===== src/rtl/pipelined_adder_nbit.sv =====
// -----------------------------------------------------------------------------
// pipelined_adder_nbit
//
// Pipelined WIDTH-bit adder/subtractor. The operands are split into STAGE_BITS
// wide chunks. Each pipeline stage ripples one chunk and registers the result,
// and the chunk's carry-out feeds the next stage on the following cycle. Every
// stage register carries the finished low chunks and the raw high chunks, so a
// result leaves the last stage complete. Latency is STAGES cycles and
// throughput is one result per cycle. One global stall signal freezes the
// whole pipe while the output is held.
//
// Ports
//   clk        rising-edge clock
//   rst        asynchronous, active-high reset
//   in_valid   operand set presented
//   in_ready   operands accepted this cycle (combinational from out_ready)
//   a, b       WIDTH-bit operands
//   c_in       carry-in for add; ignored when sub = 1
//   sub        0: a + b + c_in, 1: a - b (a + ~b + 1)
//   out_valid  result present
//   out_ready  downstream accepts the result
//   sum        WIDTH+1 bit result; sum[WIDTH] is carry-out (sub: 1 = no borrow)
//   overflow   signed overflow of the WIDTH-bit result
// -----------------------------------------------------------------------------
module pipelined_adder_nbit #(
  parameter int WIDTH      = 26,
  parameter int STAGE_BITS = 13
) (
  input  logic             clk,
  input  logic             rst,
  input  logic             in_valid,
  output logic             in_ready,
  input  logic [WIDTH-1:0] a,
  input  logic [WIDTH-1:0] b,
  input  logic             c_in,
  input  logic             sub,
  output logic             out_valid,
  input  logic             out_ready,
  output logic [WIDTH:0]   sum,
  output logic             overflow
);

  // The last chunk may be narrower than STAGE_BITS.
  localparam int STAGES = (WIDTH + STAGE_BITS - 1) / STAGE_BITS;

  // Stage registers. Stage k holds the sum bits of chunks 0..k, the carry out
  // of chunk k and the operand bits still to be added by later stages.
  logic             valid_q [STAGES];
  logic [WIDTH-1:0] a_q     [STAGES];
  logic [WIDTH-1:0] b_q     [STAGES];
  logic [WIDTH-1:0] s_q     [STAGES];
  logic             c_q     [STAGES];
  logic             ovf_q;

  // Stage inputs: the ports for stage 0, the previous stage register otherwise.
  logic             st_v [STAGES];
  logic [WIDTH-1:0] st_a [STAGES];
  logic [WIDTH-1:0] st_b [STAGES];
  logic [WIDTH-1:0] st_s [STAGES];
  logic             st_c [STAGES];

  // Stage results, loaded into the stage registers on advance.
  logic [WIDTH-1:0] nx_s [STAGES];
  logic             nx_c [STAGES];
  logic             ovf_nx;

  logic             advance;

  // One stall signal for the whole pipe: it moves only when the output slot is
  // empty or is being taken this cycle.
  assign out_valid = valid_q[STAGES-1];
  assign advance   = !out_valid || out_ready;
  assign in_ready  = advance;

  assign sum      = {c_q[STAGES-1], s_q[STAGES-1]};
  assign overflow = ovf_q;

  // Subtraction is folded in here as ~b with a forced carry-in of 1, so the
  // stages only ever add and sub is not carried down the pipe.
  always_comb begin
    st_v[0] = in_valid;
    st_a[0] = a;
    st_b[0] = sub ? ~b : b;
    st_s[0] = '0;
    st_c[0] = sub | c_in;
    for (int k = 1; k < STAGES; k++) begin
      st_v[k] = valid_q[k-1];
      st_a[k] = a_q[k-1];
      st_b[k] = b_q[k-1];
      st_s[k] = s_q[k-1];
      st_c[k] = c_q[k-1];
    end
  end

  // Per-stage ripple over that stage's chunk only. The bits of other chunks
  // pass through unchanged.
  always_comb begin : ripple
    logic carry;
    logic carry_msb;
    // NOTE: every output of this block is given a default before the loops, so
    // no path leaves a value unassigned and no latch is inferred.
    ovf_nx = 1'b0;
    for (int k = 0; k < STAGES; k++) begin
      nx_s[k]   = st_s[k];
      carry     = st_c[k];
      carry_msb = 1'b0;
      for (int i = 0; i < WIDTH; i++) begin
        if (i / STAGE_BITS == k) begin
          if (i == WIDTH - 1) carry_msb = carry;
          nx_s[k][i] = st_a[k][i] ^ st_b[k][i] ^ carry;
          // NOTE: carry is a blocking temporary. Each iteration must see the
          // carry produced by the bit below it in the same evaluation.
          carry = (st_a[k][i] & st_b[k][i]) | (carry & (st_a[k][i] ^ st_b[k][i]));
        end
      end
      nx_c[k] = carry;
      // Only the last stage contains bit WIDTH-1, so only it has a meaningful
      // carry into and out of the MSB.
      if (k == STAGES - 1) ovf_nx = carry_msb ^ carry;
    end
  end

  always_ff @(posedge clk or posedge rst) begin
    if (rst) begin
      // NOTE: the data registers are cleared as well as the valid bits, so sum
      // and overflow read as 0 straight after reset.
      for (int k = 0; k < STAGES; k++) begin
        valid_q[k] <= 1'b0;
        a_q[k]     <= '0;
        b_q[k]     <= '0;
        s_q[k]     <= '0;
        c_q[k]     <= 1'b0;
      end
      ovf_q <= 1'b0;
    end else if (advance) begin
      // Bubbles move through as valid = 0. They are not squeezed out.
      for (int k = 0; k < STAGES; k++) begin
        valid_q[k] <= st_v[k];
        a_q[k]     <= st_a[k];
        b_q[k]     <= st_b[k];
        s_q[k]     <= nx_s[k];
        c_q[k]     <= nx_c[k];
      end
      ovf_q <= ovf_nx;
    end
  end

endmodule


===== config.mk =====
export PLATFORM = sky130hd
export DESIGN_NAME = pipelined_adder_nbit
export DESIGN_NICKNAME = d
export VERILOG_FILES = /design/src/rtl/pipelined_adder_nbit.sv
export SDC_FILE = /design/constraint.sdc
export NUM_CORES = 1
export LEC_CHECK = 0
export CAP_MARGIN = 20
export CELL_PAD_IN_SITES_DETAIL_PLACEMENT = 0
export CELL_PAD_IN_SITES_GLOBAL_PLACEMENT = 1
export CORE_ASPECT_RATIO = 0.5
export CORE_UTILIZATION = 41
export CTS_CLUSTER_DIAMETER = 200
export DETAILED_ROUTE_END_ITERATION = 12
export PLACE_DENSITY_LB_ADDON = 0.1
export SYNTH_ARGS = -nofsm -noshare
export SYNTH_HDL_FRONTEND = slang
export SYNTH_SLANG_ARGS = --single-unit

===== constraint.sdc =====
create_clock -name clk -period 6.2 [get_ports clk]
set_input_delay 0.62 -clock clk [delete_from_list [all_inputs] [get_ports clk]]
set_output_delay 0.62 -clock clk [all_outputs]
set_load 0.05 [all_outputs]

# ---- Yosys cells after proc, flatten, opt, wreduce, memory -nomap -nowiden
# Cells that the tools add are included.
dict set report word_totals {
  register_bits 96
  latchBits 0
  ramBits 0
  rom_bits 0
  input_bits 58
  memories 0
}
dict set report classes {
  add_sub_neg 0
  mul 0
  div_mod_pow 0
  order_cmp 0
  n_eq_ne 0
  n_shift 0
  mux 1
  bitwise_logic 133
  n_reduce_logical 2
}
# op n
set op_table {}
lappend op_table {{$xor 1x1->1} 53}
lappend op_table {{$and 1x1->1} 52}
lappend op_table {{$or 1x1->1} 27}
lappend op_table {{$mux 26} 1}
lappend op_table {{$not 26->26} 1}
lappend op_table {{$logic_not 1->1} 1}
lappend op_table {{$logic_or 1x1->1} 1}

# ---- Logic depth before layout (Yosys ltp)
dict set report logic_depth {
  depth_word 29
  depth_mapped 21
  ltp_nobuf 18
}

# ---- Least setup slack after synthesis
# OpenSTA, ideal clock, no wires.
dict set report synth_timing {
  path_kind {input-to-reg}
  start {in sub}
  end {reg s_q, in the netlist nx_s[12]}
  setup_time_ps 125
  arrival_ps 6378
  setup_slack_ps -303
  stages 21
  cell_sequence {buf_2 buf_6 buf_6 xnor2_1 fa_1 fa_1 fa_1 fa_1 fa_1 fa_1 fa_1 fa_1 fa_1 fa_1 inv_1 fa_1 inv_1 fa_1 inv_1 fa_1 mux2_4}
}
# element line_no
set synth_rtl {}
lappend synth_rtl {{from (decl)} 36} ;# input logic sub,
lappend synth_rtl {{to (signal, indexed assignment)} 141} ;# s_q[k] <= nx_s[k];
lappend synth_rtl {{to (decl)} 51} ;# logic [WIDTH-1:0] s_q [STAGES];

==> run metrics <==
Setup WS pre-CTS -0.214 ns; Final Critical Period 6.04 ns; Peak VDD IR 0.154 mV; clock network power share 0.241; Pre-antenna DRT Iters 8; crit path buf inv count 4; drt wl/cell 15.3 um; Yosys cell types 18; critical path launch point type primary input; internal power 1.32 mW; GRT Total Usage 0.164; vias per std cell 4.60; CTS clk-pin slew, worst paths 0.05 ns; share of power burned in registers 0.330; Setup violations, final 0; crit-path cells clkdlybuf4s50_1 > xnor2_1 > fa_1 > fa_1 > fa_2 > fa_2 > fa_2 > fa_2 > fa_2 > fa_2 > fa_2 > fa_1 > inv_1 > fa_1 > inv_1 > fa_1 > inv_1 > fa_1 > mux2_4; Fin Clk Skew 0.00474 ns; Routed Antenna Nets 0; Fin Hold WS 0.473 ns; top cell type's share of synthesized area 0.461; final period utilization 0.975; Antenna Cells 0; DIE AREA 0.00968 mm2; yosys warns 0; failing checks design-rule violations; GRT overflow 0; max cap viols 0; layout cells sized above 1 0.254; Max-Slew Margin vs Limit 0.410; buffers inserted by post-CTS timing repair 0; net switching power 0.742 mW; # rows 24; largest area contributor in the netlist dfrtp_1; Core Footprint 0.00886 mm2; final WL 6980 um; initial antenna violation count 0; highest-count cells in the layout ignoring fill and taps clkdlybuf4s50_1, dfrtp_1, mux2_4; Synth area leaders dfrtp_1, mux2_4, fa_1; status finished, violations left; sequential area share after synthesis 0.461; Top cell by count, worst path fa_2; cells on worst reg2reg path 18; syn nets 329; Sum Neg Setup Slack 0 ns; io pins 88; fillers 744; CTS root buf clkbuf_16; via count 2095; clock latency at the later pin of the worst-skew pair 0.33 ns; first-pass GRT wire length 12000 um; CP arrival 6.25 ns; gpl congestion 0.704; TritonCTS Buffers 9; CP Capture Type flop; Worst EP required 6.41 ns; classification of the worst setup path in -> reg; hold_sp st_v[0]; LEAKAGE 2.22 nW; H-tree depth 3; CP Launch Point b[0]; Yosys reg bits 70; Hold Vio Cnt, Final 0; Gate power share 0.429; Post-route DRC 5; number of global-route vias before repair 2367; Fmax 166 MHz; buffers added on ports 87; CP delay by family, top adder cells; post_cts resized 0; r2r startpoint a_q[39]; Die W 138 um; Sw Ratio 0.360; Post-synth ARST share 1.00; Synth Flop Type dfrtp_1; final worst setup slack 0.158 ns; Nets 418; P&R area growth vs syn 31.1%; Final HPWL DP 4840 um; Final Max Slew Viols 0; Initial Utilization 0.429; clk sink count 70; Hold Path Class reg -> reg; clk buf depth 2; CP Depth 19; Min-Delay Path Depth 1; Post-synth EDFFs 0; slowest cell on the critical path fa_1; Syn Area/Cell 15.5 um2; commonest non-fill, non-tap cell in the layout clkdlybuf4s50_1; RSZ-0062 raised after global routing no; Die Ht 70.1 um; Cell Area, Synth 0.00380 mm2; Starting DRT DRC Count 60; CTS tree yes; # hold bufs at CTS 0; Syn Inst Count 245; Least-Margin Pin Slew 0.885 ns; Power Density 414 mW/mm2; Critical Path Max Stage Delay 0.42 ns; CP max FO 1; largest net degree at the start of global routing 71
## cell type report
| class | instances | area (um2) | share of cell area |
|---|---|---|---|
| Clock buffer | 14 | 254 | 0.0510 |
| Clock inverter | 1 | 30.0 | 0.00603 |
| Inverter | 22 | 82.6 | 0.0166 |
| Multi-Input combinational cell | 139 | 1820 | 0.364 |
| Sequential cell | 70 | 1750 | 0.351 |
| Tap cell | 117 | 146 | 0.0294 |
| Timing Repair Buffer | 92 | 903 | 0.181 |
## registers in the layout, indices dropped and copies added (netlist names)
signal / count
a_q: 13
c_q: 1
overflow: 1
st_v: 1
sum: 27
out_valid: 1
nx_s: 13
b_q: 13
## kinds of logic (layout without fill, tap and decap cells)
| kind of cell | count (synthesis) | after routing | synth area share |
|---|---|---|---|
| and+or+nand+nor | 17 | 17 | 0.0319 |
| DFF | 70 | 70 | 0.461 |
| buffers and inverters | 36 | 129 | 0.0681 |
| muxes | 55 | 55 | 0.213 |
| adders and majority gates | 26 | 26 | 0.137 |
| AOI/OAI and AO/OA | 14 | 14 | 0.0273 |
| xor gates and xnor gates | 27 | 27 | 0.0622 |
## metal layers
metal / track usage / vias up / share of wire
met5: 0 / - / 0
met4: 0.0524 / 0 / 0.011
met3: 0.0665 / 7 / 0.059
met2: 0.250 / 57 / 0.45
met1: 0.214 / 1059 / 0.48
li1: - / 972 / -
## cells in the mapped netlist (2+ instances only)
cell type / count
mux2i_1: 2
fa_1: 26
buf_12: 5
a21oi_1: 5
clkbuf_1: 2
mux2_4: 51
buf_6: 5
mux2_1: 2
dfrtp_1: 70
nor3b_1: 14
xnor2_1: 14
nand2b_1: 2
a21oi_2: 9
inv_1: 22
xor2_1: 13
## stage by stage
step	std cells	power [mW]	util	cell area, um2
3_3_place_gp	440	1.56	0.531	4700
3_5_place_dp	440	1.58	0.531	4700
5_1_grt	455	2.17	0.563	4980
6_report	455	2.06	0.563	4980
2_1_floorplan	245	1.31	-	3820
4_1_cts	455	2.09	0.563	4980
## power groups by stage
stage / combinational, mW / sequential [mW] / clock (mW)
5_1_grt: 0.939 / 0.701 / 0.529
3_5_place_dp: 0.889 / 0.690 / 0
4_1_cts: 0.892 / 0.684 / 0.509
3_3_place_gp: 0.878 / 0.683 / 0
2_1_floorplan: 0.359 / 0.950 / 0
6_report: 0.883 / 0.681 / 0.496
## final timing paths
kind | to | slack, ns
hold reg to reg | out_valid | 0.47
setup reg to reg | overflow | 0.35
min in group asynchronous | a_q[39] | 0.88
max in group asynchronous | sum[26] | 4.75
hold / removal | out_valid | 0.47
setup / recovery | nx_s[12] | 0.16
Power figures use the tool's default switching activity.
==> RTL edit: new RTL, config.mk and constraints unchanged <==
Set the parameter `WIDTH` to 30 (it was 26).
--- a/src/rtl/pipelined_adder_nbit.sv
+++ b/src/rtl/pipelined_adder_nbit.sv
@@ -23,7 +23,7 @@
 //   overflow   signed overflow of the WIDTH-bit result
 // -----------------------------------------------------------------------------
 module pipelined_adder_nbit #(
-  parameter int WIDTH      = 26,
+  parameter int WIDTH      = 30,
   parameter int STAGE_BITS = 13
 ) (
   input  logic             clk,
Ports: changed (resized a, b and sum); port bits go from 88 to 100. No check against the original RTL was run, so the function may have changed too.
==> RTL edit against the original RTL <==
Sequential share of layout area rose by 3.7 points; global-route usage fell by 0.25 points; wire length rose by 55%; area after synthesis rose by 55%; combinational power rose by 72%; design area rose by 53%; total power rose by 89%; clock power rose by 120%; setup slack improved by 0.0025 ns; sequential cell count rose by 48; first-iteration DRC count rose by 150%; critical endpoint is now nx_s[42]$_DFFE_PP0P_; largest power group unchanged.
==> RTL edit: results (changes against the original RTL) <==
* Worst-margin pin slew at 0.862 ns (-0.0225 ns)
* Gr usage total at 0.161 (-0.00252)
* Worst Clk Skew at 0.0105 ns (+0.00576 ns)
* Critical R2R Capture: nx_s[25]$_DFFE_PP0P_
* Max reg flops at 39 (+44%)
* Clock-pin slew on the worst setup and hold paths at approximately 0.060 ns
* # H-tree levels at 4 (+1)
* CP startpoint: b[0]
* Clk_lat worst skew at 0.40 ns (+0.07 ns)
* ANT cells at 0 (unchanged)
* Largest net degree at the start of global routing at 64 (-9.9%)
* Peak VDD IR at 201 uV (+31%)
* Fill cell count at 1153 (+55%)
* Vias in the first global route at 3430 (+45%)
* R2r startpoint: a_q[73]$_DFFE_PP0P_
* Post-CTS sizing at 0 (unchanged)
* DR WL/cell at 16.2 um (+5.5%)
* Nets at 559 (+34%)
* Top post-synthesis cells by area: dfrtp_1, mux2_4, fa_1, buf_12, xor2_1
* R2R Setup Slk at 0.30 ns (-0.05 ns)
* Post-synthesis sequential area ratio at 0.502 (+0.0411)
* Critical Path End: nx_s[42]$_DFFE_PP0P_
* Via count at 3059 (+46%)
* Reg2Reg Depth at 17 (-1)
* Main synth FF type: dfrtp_1
* Final period utilization at 0.974 (about the same)
* Placer Congestion at 0.783 (+11%)
* CTS buffer count at 17 (+8)
* Detailed Place HPWL at 7250 um (+50%)
* Post-CTS Setup Bufs at 0 (unchanged)
* Ys Warns at 0 (unchanged)
* Top post-synthesis cells by count: dfrtp_1, mux2_4, fa_1
* Status: finished clean
* Placed cell area at 0.00691 mm^2 (+47%)
* Input/output buffers at 99 (+14%)
* First-pass GRT wire length at 18000 um (+50%)
* Critical path arrival at 6.33 ns (+0.08 ns)
* Placement Setup Slack at -0.386 ns (-0.171 ns)
* Lkg Pwr at 3.46 nW (+56%)
* Synth async-reset ratio at 1.00 (unchanged)
* Iteration-0 DRC Markers at 147 (+150%)
* DR pass1 iterations at 6 (-2)
* Max Buffers Root-to-Sink at 2 (unchanged)
* Synth Net Count at 455 (+38%)
* Maximum fanout along the worst path at 1 (unchanged)
* Fraction of layout cells with a size suffix above 1 at 0.333 (+0.0782)
RTL edit: cell types whose count changed in the layout (fill, tap and decap cells not counted), sizes merged, moves of 5 or more:
| cell | unedited run | this run |
|---|---|---|
| clkdlybuf4s50 | 86 | 95 |
| xor2 | 13 | 18 |
| dfrtp | 70 | 118 |
| mux2 | 53 | 100 |
| bufinv | 1 | 6 |
RTL edit: worst min-delay path by stage:
stage,slack (ns),start,to,cells past startpoint
3_5_place_dp,0.46,st_v[0]$_DFFE_PP0P_,out_valid$_DFFE_PP0P_,1
5_1_grt,0.51,st_v[0]$_DFFE_PP0P_,out_valid$_DFFE_PP0P_,1
3_3_place_gp,0.45,st_v[0]$_DFFE_PP0P_,out_valid$_DFFE_PP0P_,1
2_1_floorplan,0.43,st_v[0]$_DFFE_PP0P_,out_valid$_DFFE_PP0P_,1
6_report,0.47,st_v[0]$_DFFE_PP0P_,out_valid$_DFFE_PP0P_,1
4_1_cts,0.47,st_v[0]$_DFFE_PP0P_,out_valid$_DFFE_PP0P_,1
RTL edit: cell type report:
class	count	area, um^2	share of cell area
timing repair buffer	105	1040	0.137
inverter	26	100	0.0132
sequential	118	2950	0.388
clock buffer	18	429	0.0564
clock inverter	13	230	0.0303
multi-input combinational	195	2620	0.344
tap	192	240	0.0316
RTL edit: worst max-delay path, cell delays in order:
cell     delay [ns]
buf_4          0.13
xnor2_4        0.14
fa_2           0.40
fa_2           0.41
fa_2           0.42
fa_2           0.41
fa_2           0.41
fa_2           0.40
fa_2           0.40
fa_2           0.41
fa_2           0.40
fa_2           0.39
inv_2          0.07
fa_2           0.19
inv_2          0.04
fa_2           0.37
inv_2          0.07
fa_1           0.38
mux2_4         0.26
RTL edit: cell families after synthesis:
family                   after synthesis  share of synthesized area
AO/OA/AOI/OAI                         14                     0.0119
XOR/XNOR                              31                     0.0462
multiplexers                         103                      0.254
buffers and inverters                 46                     0.0621
adder cells (fa/ha/maj)               30                      0.102
flip-flops                           118                      0.502
AND/OR/NAND/NOR                       17                     0.0219
RTL edit: per-stage QoR:
stage	TNS, ns	total power [mW]	instances	util
global route	0	4.11	667	0.552
CTS	0	3.94	667	0.550
floorplan	-0.185	2.42	359	-
global placement	-0.321	2.77	636	0.502
finish	0	3.90	667	0.552
detailed placement	-0.386	2.82	636	0.502
RTL edit: report_power, final:
part	switching, mW	total, mW	leakage (nW)	internal [mW]
clock	0.349	1.10	0.312	0.751
sequential	0.200	1.28	1.36	1.08
combinational	0.744	1.52	1.79	0.780
total	1.29	3.90	3.46	2.61
RTL edit: metal layers:
layer	part of all wire	GRT usage	vias to the layer above
li1	-	-	1392
met3	0.041	0.0475	6
met2	0.47	0.255	66
met5	0	0	-
met1	0.48	0.217	1595
met4	0.0069	0.0463	0
